## config.mk

```make
export PLATFORM = sky130hd
export DESIGN_NAME = pipe_ctrl
export DESIGN_NICKNAME = d
export VERILOG_FILES = /design/src/rtl/pipe_pkg.sv /design/src/rtl/fwd_unit.sv /design/src/rtl/pipe_ctrl.sv
export SDC_FILE = /design/constraint.sdc
export NUM_CORES = 1
export LEC_CHECK = 0
export ABC_AREA = 0
export BUFFER_PORTS_ARGS = -buffer_cell sky130_fd_sc_hd__buf_2
export CELL_PAD_IN_SITES_DETAIL_PLACEMENT = 1
export CELL_PAD_IN_SITES_GLOBAL_PLACEMENT = 2
export CORE_ASPECT_RATIO = 0.9
export CORE_MARGIN = 8
export CORE_UTILIZATION = 26
export DETAILED_ROUTE_END_ITERATION = 8
export GPL_TIMING_DRIVEN = 1
export HOLD_SLACK_MARGIN = 0.05
export PLACE_DENSITY_LB_ADDON = 0.3
export SYNTH_ARGS = -nofsm -noshare
export SYNTH_HDL_FRONTEND = slang
export SYNTH_SLANG_ARGS = --single-unit
export TNS_END_PERCENT = 100
```

## constraint.sdc

```tcl
create_clock -name clk -period 2.4 [get_ports clk]
set_input_delay 0.72 -clock clk [delete_from_list [all_inputs] [get_ports clk]]
set_output_delay 0.72 -clock clk [all_outputs]
set_load 0.05 [all_outputs]
```

## src/rtl/pipe_pkg.sv

```systemverilog
// Shared encodings and helpers for the 5-stage pipeline hazard controller.
// Holds the result-select, forward-select and memory FSM types.
package pipe_pkg;

    localparam int unsigned REG_IDX_W = 5;

    typedef enum logic [1:0] {
        RES_ALU = 2'b00,
        RES_MEM = 2'b01,
        RES_PC4 = 2'b10
    } result_src_e;

    typedef enum logic [1:0] {
        FWD_NONE = 2'b00,
        FWD_WB   = 2'b01,
        FWD_MEM  = 2'b10
    } fwd_sel_e;

    typedef enum logic [1:0] {
        IDLE,
        WAIT,
        ERR
    } mem_state_t;

    // One bit per pipeline-register control driven by the controller.
    typedef struct packed {
        logic stall_f;
        logic stall_d;
        logic stall_e;
        logic stall_m;
        logic flush_d;
        logic flush_e;
        logic flush_w;
    } pipe_ctl_t;

    // A load in E whose destination feeds an operand of the instruction in D.
    function automatic logic load_use(input logic [1:0]           res_src_e,
                                      input logic [REG_IDX_W-1:0] rd_e,
                                      input logic [REG_IDX_W-1:0] rs1_d,
                                      input logic [REG_IDX_W-1:0] rs2_d);
        return (res_src_e == RES_MEM) && (rd_e != '0) &&
               ((rd_e == rs1_d) || (rd_e == rs2_d));
    endfunction

endpackage

```

## src/rtl/fwd_unit.sv

```systemverilog
// Forwarding select for a single E-stage operand.
// The M-stage result is younger than W, so it wins when both match.
module fwd_unit
    import pipe_pkg::*;
(
    input  logic [REG_IDX_W-1:0] rs_e,
    input  logic [REG_IDX_W-1:0] rd_m,
    input  logic [REG_IDX_W-1:0] rd_w,
    input  logic                 reg_write_m,
    input  logic                 reg_write_w,
    output logic [1:0]           fwd
);

    always_comb begin
        fwd = FWD_NONE;
        if (reg_write_m && (rd_m != '0) && (rd_m == rs_e)) begin
            fwd = FWD_MEM;
        end else if (reg_write_w && (rd_w != '0) && (rd_w == rs_e)) begin
            fwd = FWD_WB;
        end
    end

endmodule

```

## src/rtl/pipe_ctrl.sv

```systemverilog
// Hazard and sequencing controller: stall/flush/forward generation plus a
// wait FSM for variable-latency data memory with timeout and perf counters.
module pipe_ctrl
    import pipe_pkg::*;
#(
    parameter int unsigned MEM_TIMEOUT = 16,
    parameter int unsigned CNT_W       = 32
) (
    input  logic                 clk,
    input  logic                 rst_n,
    input  logic [REG_IDX_W-1:0] Rs1D,
    input  logic [REG_IDX_W-1:0] Rs2D,
    input  logic [REG_IDX_W-1:0] Rs1E,
    input  logic [REG_IDX_W-1:0] Rs2E,
    input  logic [REG_IDX_W-1:0] RdE,
    input  logic [REG_IDX_W-1:0] RdM,
    input  logic [REG_IDX_W-1:0] RdW,
    input  logic [1:0]           ResultSrcE,
    input  logic                 RegWriteM,
    input  logic                 RegWriteW,
    input  logic                 PCSrcE,
    input  logic                 MemReqM,
    input  logic                 mem_ready,
    output logic                 StallF,
    output logic                 StallD,
    output logic                 StallE,
    output logic                 StallM,
    output logic                 FlushD,
    output logic                 FlushE,
    output logic                 FlushW,
    output logic [1:0]           ForwardAE,
    output logic [1:0]           ForwardBE,
    output logic                 mem_err,
    output logic [CNT_W-1:0]     stall_cycles,
    output logic [CNT_W-1:0]     flush_count
);

    localparam int unsigned       WAIT_W      = $clog2(MEM_TIMEOUT + 1);
    localparam logic [WAIT_W-1:0] TIMEOUT_CNT = WAIT_W'(MEM_TIMEOUT);

    mem_state_t        state_q, state_d;
    logic [WAIT_W-1:0] wait_cnt_q, wait_cnt_d, wait_inc;
    logic              mem_stall;
    logic              lw_stall;
    logic              redirect;
    pipe_ctl_t         ctl;
    logic [1:0]        fwd_a, fwd_b;
    logic [CNT_W-1:0]  stall_cycles_q, flush_count_q;

    fwd_unit u_fwd_a (
        .rs_e        (Rs1E),
        .rd_m        (RdM),
        .rd_w        (RdW),
        .reg_write_m (RegWriteM),
        .reg_write_w (RegWriteW),
        .fwd         (fwd_a)
    );

    fwd_unit u_fwd_b (
        .rs_e        (Rs2E),
        .rd_m        (RdM),
        .rd_w        (RdW),
        .reg_write_m (RegWriteM),
        .reg_write_w (RegWriteW),
        .fwd         (fwd_b)
    );

    // FSM state register
    always_ff @(posedge clk) begin
        if (!rst_n) begin
            state_q    <= IDLE;
            wait_cnt_q <= '0;
        end else begin
            state_q    <= state_d;
            wait_cnt_q <= wait_cnt_d;
        end
    end

    // FSM next state
    always_comb begin
        state_d    = state_q;
        wait_cnt_d = wait_cnt_q;
        wait_inc   = wait_cnt_q + WAIT_W'(1);
        unique case (state_q)
            IDLE: begin
                if (MemReqM && !mem_ready) begin
                    state_d    = WAIT;
                    wait_cnt_d = WAIT_W'(1);
                end
            end
            WAIT: begin
                if (mem_ready) begin
                    state_d    = IDLE;
                    wait_cnt_d = '0;
                end else begin
                    wait_cnt_d = wait_inc;
                    if (wait_inc >= TIMEOUT_CNT) begin
                        state_d = ERR;
                    end
                end
            end
            ERR: begin
                state_d = ERR;
            end
            default: begin
                state_d    = IDLE;
                wait_cnt_d = '0;
            end
        endcase
    end

    // FSM and hazard outputs
    always_comb begin
        unique case (state_q)
            IDLE:    mem_stall = MemReqM && !mem_ready;
            WAIT:    mem_stall = !mem_ready;
            ERR:     mem_stall = 1'b1;
            default: mem_stall = 1'b0;
        endcase

        lw_stall = load_use(ResultSrcE, RdE, Rs1D, Rs2D);
        redirect = rst_n && !mem_stall && PCSrcE;
        ctl      = '0;

        if (!rst_n) begin
            ctl.flush_d = 1'b1;
            ctl.flush_e = 1'b1;
            ctl.flush_w = 1'b1;
        end else if (mem_stall) begin
            // E is held, so a pending redirect is still there after release.
            ctl.stall_f = 1'b1;
            ctl.stall_d = 1'b1;
            ctl.stall_e = 1'b1;
            ctl.stall_m = 1'b1;
            ctl.flush_w = 1'b1;
        end else if (PCSrcE) begin
            ctl.flush_d = 1'b1;
            ctl.flush_e = 1'b1;
        end else if (lw_stall) begin
            ctl.stall_f = 1'b1;
            ctl.stall_d = 1'b1;
            ctl.flush_e = 1'b1;
        end
    end

    // Performance counters, wrapping naturally at 2^CNT_W
    always_ff @(posedge clk) begin
        if (!rst_n) begin
            stall_cycles_q <= '0;
            flush_count_q  <= '0;
        end else begin
            if (ctl.stall_f) begin
                stall_cycles_q <= stall_cycles_q + CNT_W'(1);
            end
            if (redirect) begin
                flush_count_q <= flush_count_q + CNT_W'(1);
            end
        end
    end

    assign StallF       = ctl.stall_f;
    assign StallD       = ctl.stall_d;
    assign StallE       = ctl.stall_e;
    assign StallM       = ctl.stall_m;
    assign FlushD       = ctl.flush_d;
    assign FlushE       = ctl.flush_e;
    assign FlushW       = ctl.flush_w;
    assign ForwardAE    = rst_n ? fwd_a : FWD_NONE;
    assign ForwardBE    = rst_n ? fwd_b : FWD_NONE;
    assign mem_err      = (state_q == ERR);
    assign stall_cycles = stall_cycles_q;
    assign flush_count  = flush_count_q;

endmodule

```

==> flow_metrics.tcl, run 1 <==
set metrics [dict create \
    status "finished with violations" \
    violations "setup timing" \
    diodes 0 \
    cp.required_ps 1680 \
    grt_pass1_vias 4125 \
    dp_worst_setup_slack_ps -443 \
    synth.top_cell.area_share_pct 37.2 \
    dr.first_iter.drc_count 148 \
    syn-instance-count 466 \
    hold_viol 0 \
    wl_mm 12.3 \
    worst_r2r_path_depth 6 \
    worstSkewPairLatency_ps 330 \
    postRouteAntennaNets 0 \
    cap_violations 0 \
    htreeDepth 3 \
    grt_first_pass_wirelength_mm 20.1 \
    tightest_slew_ps 778 \
    min_period_ps 2740 \
    slowest_delay_ps 500 \
    io_buffers 119 \
    fin_hold_ws_ps 483 \
    min_from "stall_cycles[31]" \
    tritoncts "built" \
    total_power_mw 2.90 \
    synth_edf_count 0 \
    grt_max_degree 71 \
    fin_skew_ps 5.89 \
    seq_power_share_pct 41.3 \
    rows 42 \
    synth_seq_area_share_pct 37.2 \
    area_delta_synth_final_pct 43.5 \
    critPathMaxFanout 3 \
    overflow 0 \
    synth.most_common_cell "dfxtp_1" \
    path_class "input port to output pin" \
    slowest_stage "or4_4" \
    io_pins 120 \
    fmax_mhz 365 \
    first_pass_iters 4 \
    post-route-util_pct 37.7 \
    hold_buffers 0 \
    worstPathCellList "buf_2 -> xor2_1 -> or4_4 -> nor4_4 -> buf_6" \
    p_sw_mw 0.719 \
    synth_area_leaders "dfxtp_1 37%, xnor2_1 8.5%, or3_1 6.2%" \
    worstSetupStartpointType "input port" \
    leakagePower_nw 2.12 \
    min_period_over_period_pct 114 \
    cts_made_buffers 9 \
    crit_arrival_ps 2020 \
    yosys.area.top_type "dfxtp_1" \
    p_int_mw 2.18 \
    viasPerCell 4.78 \
    clkTransAtPathRegs_ps 60 \
    die_h_um 131 \
    synthFlopType "dfxtp_1" \
    antenna_found_initial 1 \
    hold_end "stall_cycles[31]" \
    clockBufferDepth 2 \
    slew_headroom_pct 48.1 \
    async_flop_share_pct 0 \
    finalNetCount 653 \
    min_path_type "flip-flop to flip-flop" \
    wire_per_inst_um 15.2 \
    dp_hpwl_mm 9.09 \
    layout_setup_ws_ps -343 \
    finalMaxSlewViolations 0 \
    setup_viol 10 \
    start_util_pct 26.2 \
    grtUsageTotal_pct 13.4 \
    pwr_density_cell_mw_per_mm2 529 \
    finalNonFillerCells 809 \
    drive_gt1_share_pct 34.5 \
    synth_common_cells "71 x dfxtp_1, 43 x a21oi_1, 41 x nor2_1, 38 x o21ai_0, 38 x or3_1" \
    crit_path_end_kind "output pin" \
    dr_total_vias 3871 \
    yosysUniqueCellTypes 50 \
    p_clk_share_pct 46.1 \
    reg2reg_from "stall_cycles[3]" \
    gp_congestion 0.799 \
    hold_depth 2 \
    core_area_sq_mm 0.0146 \
    avgSynthCellArea_sq_um 8.20 \
    rrSetupSlack_ps 370 \
    r2r-end "stall_cycles[26]" \
    fill_cells 1771 \
    syn_nets 513 \
    dieWidth_um 144 \
    switching_share_pct 24.8 \
    yosysWarnings 0 \
    combPwrFrac_pct 12.6 \
    cts-root-buf "clkbuf_16" \
    grt_setup_unrepaired "true" \
    vdd_drop_max_mv 0.284 \
    cts.sinks 71 \
    drc 0 \
    post-place-cells 788 \
    syn_area_sq_mm 0.00382 \
    dieArea_sq_mm 0.0188 \
    multi_input_area_sq_mm 0.00241 \
    final-seq-area_sq_mm 0.00142 \
    synth_seq_cells 71 \
]
==> what timing repair did <==
action,4_1_cts,5_1_grt
resized for setup,51,7
endpoints found under the setup margin,11,11
pin swaps,11,8
setup buffers,3,2
==> sequential cells by signal, summed over array words and instances (netlist names) <==
register	count
flush_count	32
stall_cycles	32
wait_cnt_q	5
state_q	2
==> per-stage QoR <==
| stage | setup TNS (ps) | cell area [sq um] |
|---|---|---|
| final | -2010 | 5480 |
| after global routing | -2420 | 5480 |
| after CTS | -2100 | 5430 |
| after detailed placement | -5410 | 4920 |
| after global placement | -4430 | 4920 |
| after floorplan | -1580 | 3980 |
==> cells in the final DEF, fill, tap and decap left out, drive strengths merged <==
cell | synthesis | final
a21oi | 44 | 44
a2bb2oi | 2 | 2
a31oi | 1 | 1
a32oi | 1 | 1
and2 | 4 | 4
and3 | 11 | 11
and4 | 3 | 3
buf | 13 | 152
bufinv | 0 | 1
clkbuf | 10 | 13
clkinv | 0 | 1
clkinvlp | 0 | 1
dfxtp | 71 | 71
ha | 3 | 3
inv | 15 | 15
mux2i | 2 | 2
nand2 | 27 | 27
nand2b | 2 | 2
nand3 | 23 | 23
nand4 | 14 | 14
nor2 | 42 | 42
nor2b | 3 | 3
nor3 | 14 | 14
nor4 | 7 | 7
o2111ai | 2 | 2
o211ai | 1 | 1
o21a | 2 | 2
o21ai | 39 | 39
o21bai | 1 | 1
o22ai | 1 | 1
o31a | 1 | 1
o31ai | 2 | 2
or2 | 3 | 3
or3 | 39 | 39
or4 | 7 | 7
xnor2 | 37 | 37
xor2 | 19 | 19
==> worst max path at each step <==
stage / from / endpoint / slack (ps) / cells after the start
after global routing: RdW[2] / ForwardBE[0] / -400 / 6
after CTS: Rs2E[4] / ForwardBE[0] / -330 / 5
after global placement: RdW[3] / ForwardBE[0] / -440 / 5
after detailed placement: RdW[3] / ForwardBE[0] / -440 / 5
final: RdW[2] / ForwardBE[0] / -340 / 5
after floorplan: RdW[3] / ForwardAE[0] / -400 / 3
==> cell type report <==
class	count	share of cell area (%)
clock buffer	13	4.56
tap	198	4.52
inverter	15	1.03
timing repair buffer	152	19.1
clock inverter	3	0.776
sequential	71	25.9
multi-input combinational	357	44.0
==> routing by layer <==
metal,vias to the layer above,track usage [%],part of all wire [%]
li1,1925,-,-
met1,1855,14.2,42
met2,75,24.5,50
met3,14,4.83,6.6
met4,2,4.45,1.5
met5,-,0,0.065
==> cells by family (layout without fill, tap and decap cells) <==
group                    after synthesis  in the layout  share of synthesized area, %
AND/OR/NAND/NOR                      199            199                          29.1
AO/OA/AOI/OAI                         97             97                          14.3
flip-flops                            71             71                          37.2
XOR/XNOR                              56             56                          12.8
buffers and inverters                 38            183                          5.08
adder cells (fa/ha/maj)                3              3                         0.983
multiplexers                           2              2                         0.524
==> critical path: cells and delay by family <==
kind,cells,cell delay [ps]
buffers and inverters,2,330
and+or+nand+nor,2,810
xor gates and xnor gates,1,170
==> power by group through the flow <==
stage | combinational [mW] | clock, mW | sequential (mW)
after floorplan | 0.168 | 0 | 1.24
after global placement | 0.309 | 0 | 1.22
after CTS | 0.358 | 1.40 | 1.20
after global routing | 0.393 | 1.44 | 1.20
final | 0.366 | 1.34 | 1.20
after detailed placement | 0.318 | 0 | 1.22
Note: power is estimated with default switching activity, not from simulation.
==> run 2: changes to the inputs <==
Settings changed: ABC_AREA 0 to 1, CORE_UTILIZATION 26 to 25.
==> flow_metrics.tcl, run 2 <==
set metrics [dict create \
    status "finished with violations" \
    placed_area_sq_mm 0.00598 \
    diodes 0 \
    total_power_mw 3.15 \
    grt_pass1_vias 5631 \
    dr.first_iter.drc_count 284 \
    hold_viol 0 \
    synth_seq_cells 71 \
    final_common_cell "nand2_1" \
    start_util_pct 25.2 \
    post-route-util_pct 34.3 \
    final-seq-area_sq_mm 0.00142 \
    worstSetupStartpointType "input port" \
    p_clk_share_pct 42.6 \
    wire_per_inst_um 15.8 \
    dp_hpwl_mm 14.4 \
    min_period_ps 2500 \
    layout_setup_ws_ps -103 \
    reg2reg_from "stall_cycles[1]" \
    rows 49 \
    drc 0 \
    fin_area_sq_mm 0.00678 \
    min_from "wait_cnt_q[4]" \
    tritoncts "built" \
    crit_arrival_ps 1780 \
    io_buffers 119 \
    p_sw_mw 0.938 \
    clockBufferDepth 2 \
    avgSynthCellArea_sq_um 6.23 \
    syn_nets 849 \
    synth.most_common_cell "nand2_1" \
    path_class "input port to output pin" \
    clkTransAtPathRegs_ps 60 \
    fin_hold_ws_ps 481 \
    yosys.area.top_type "dfxtp_1" \
    htreeDepth 3 \
    slew_headroom_pct 68.7 \
    die_h_um 150 \
    viasPerCell 4.62 \
    postRouteAntennaNets 0 \
    yosysUniqueCellTypes 38 \
    cts-root-buf "clkbuf_16" \
    overflow 0 \
    min_period_over_period_pct 104 \
    critPathMaxFanout 3 \
    area_delta_synth_final_pct 35.7 \
    syn_area_sq_mm 0.00500 \
    dieWidth_um 165 \
    mostFrequentLayoutCells "261 x nand2_1, 103 x nor2_1, 84 x buf_2, 69 x dfxtp_1, 53 x a21oi_1" \
    cts_made_buffers 9 \
    setup_viol 5 \
    fin_skew_ps 7.71 \
    rrSetupSlack_ps 530 \
    fill_cells 2530 \
    synth_common_cells "276 x nand2_1, 114 x nor2_1, 71 x dfxtp_1, 63 x inv_1, 54 x nand3_1" \
    switching_share_pct 29.7 \
    min_path_type "flip-flop to flip-flop" \
    grt_max_degree 57 \
    yosysWarnings 0 \
    hold_buffers 0 \
    r2r-end "stall_cycles[16]" \
    synth.top_cell.area_share_pct 28.4 \
    crit_path_end_kind "output pin" \
    synth_seq_area_share_pct 28.4 \
    combPwrFrac_pct 18.9 \
    worstSkewPairLatency_ps 340 \
    first_pass_iters 4 \
    synthFlopType "dfxtp_1" \
    synth_edf_count 0 \
    violations "setup timing" \
    slowest_stage "o41ai_4" \
    core_area_sq_mm 0.0198 \
    wl_mm 18.9 \
    drive_gt1_share_pct 26.1 \
    critical-path-top-delay-family "simple AND/OR/NAND/NOR gates" \
    seq_power_share_pct 38.5 \
    finalMaxSlewViolations 0 \
    vdd_drop_max_mv 0.258 \
    critPathBufInv 3 \
    pwr_density_cell_mw_per_mm2 465 \
    tightest_slew_ps 466 \
    hold_end "wait_cnt_q[4]" \
    hold_depth 2 \
    syn-instance-count 802 \
    cap_violations 0 \
    fmax_mhz 400 \
    grt_setup_unrepaired "true" \
    grt_first_pass_wirelength_mm 30.3 \
    io_pins 120 \
    antenna_found_initial 0 \
    grtUsageTotal_pct 15.4 \
    finalNetCount 986 \
    leakagePower_nw 2.80 \
    dr_total_vias 5530 \
    synth_area_leaders "dfxtp_1 28%, nand2_1 21%, nor2_1 8.6%" \
    cts.sinks 71 \
    gp_congestion 0.850 \
    cp.required_ps 1680 \
    worstPathCellList "buf_6 -> or2_4 -> o41ai_4 -> inv_2 -> nand3_2 -> nor2_4 -> buf_8" \
    multi_input_area_sq_mm 0.00339 \
    slowest_delay_ps 340 \
    p_int_mw 2.22 \
    dieArea_sq_mm 0.0248 \
    worst_r2r_path_depth 8 \
    async_flop_share_pct 0 \
]
-- run 2: changes by cell type after synthesis, moves of 9 or more --
cell | before | now
nor2_1 | 41 | 114
xor2_1 | 19 | 32
xnor2_1 | 37 | 15
and3_1 | 11 | 2
inv_1 | 14 | 63
o21ai_0 | 38 | 8
nand3_1 | 22 | 54
nor3_1 | 8 | 19
nand3b_1 | 0 | 19
nand2_1 | 27 | 276
a21oi_1 | 43 | 53
or3_1 | 38 | 0
-- run 2: kinds of logic after synthesis --
family / after synthesis / synth area share [%]
XOR/XNOR: 47 / 8.24
AND/OR/NAND/NOR: 527 / 46.8
AO/OA/AOI/OAI: 66 / 7.08
adder cells (fa/ha/maj): 3 / 0.751
buffers and inverters: 88 / 8.66
flip-flops: 71 / 28.4
-- run 2: timing repair --
| item | 4_1_cts | 5_1_grt |
|---|---|---|
| pin swaps | 30 | 34 |
| resized for setup | 61 | 70 |
| setup endpoints to repair | 8 | 8 |
| setup buffers | 4 | 2 |
-- run 2: area by class of cell --
type	instances	area share (%)
clock buffer	10	3.38
clock inverter	5	0.738
inverter	66	3.93
multi-input combinational	643	50.0
sequential	71	21.0
tap	255	4.70
timing repair buffer	148	16.2
-- run 2: how the worst max path moves through the flow --
stage	start	to	slack [ps]	cells past startpoint
after global placement	RdM[3]	ForwardAE[0]	-230	7
after detailed placement	RdM[3]	ForwardAE[0]	-200	7
after floorplan	mem_ready	StallF	-150	10
after global routing	RdW[0]	ForwardAE[0]	-160	7
after CTS	Rs1E[1]	ForwardAE[0]	-120	8
final	RdW[0]	ForwardAE[0]	-100	7
-- run 2: power by group through the flow --
stage,Clock [mW],Combinational [mW],Sequential [mW]
final,1.34,0.595,1.22
after global routing,1.43,0.644,1.22
after CTS,1.39,0.542,1.21
after detailed placement,0,0.490,1.24
after global placement,0,0.486,1.24
after floorplan,0,0.317,1.26
-- run 2: worst min-delay path: stages (launching register included) --
cell and delay, ps:
dfxtp_1 320, nand2_1 60, a21oi_1 60
-- run 2: stage by stage --
step | worst slack [ps] | cells | TNS, ps
after floorplan | -149 | 802 | -482
after global placement | -230 | 1177 | -1210
after detailed placement | -202 | 1177 | -1150
after CTS | -117 | 1196 | -488
after global routing | -159 | 1198 | -739
final | -103 | 1198 | -400
-- run 2: per-layer routing --
layer	track usage, %	vias up	wire length, um
li1	-	2827	-
met1	21.6	2600	9520
met3	2.43	16	777
met4	4.19	0	257
met5	0	-	0
met2	23.8	87	8360
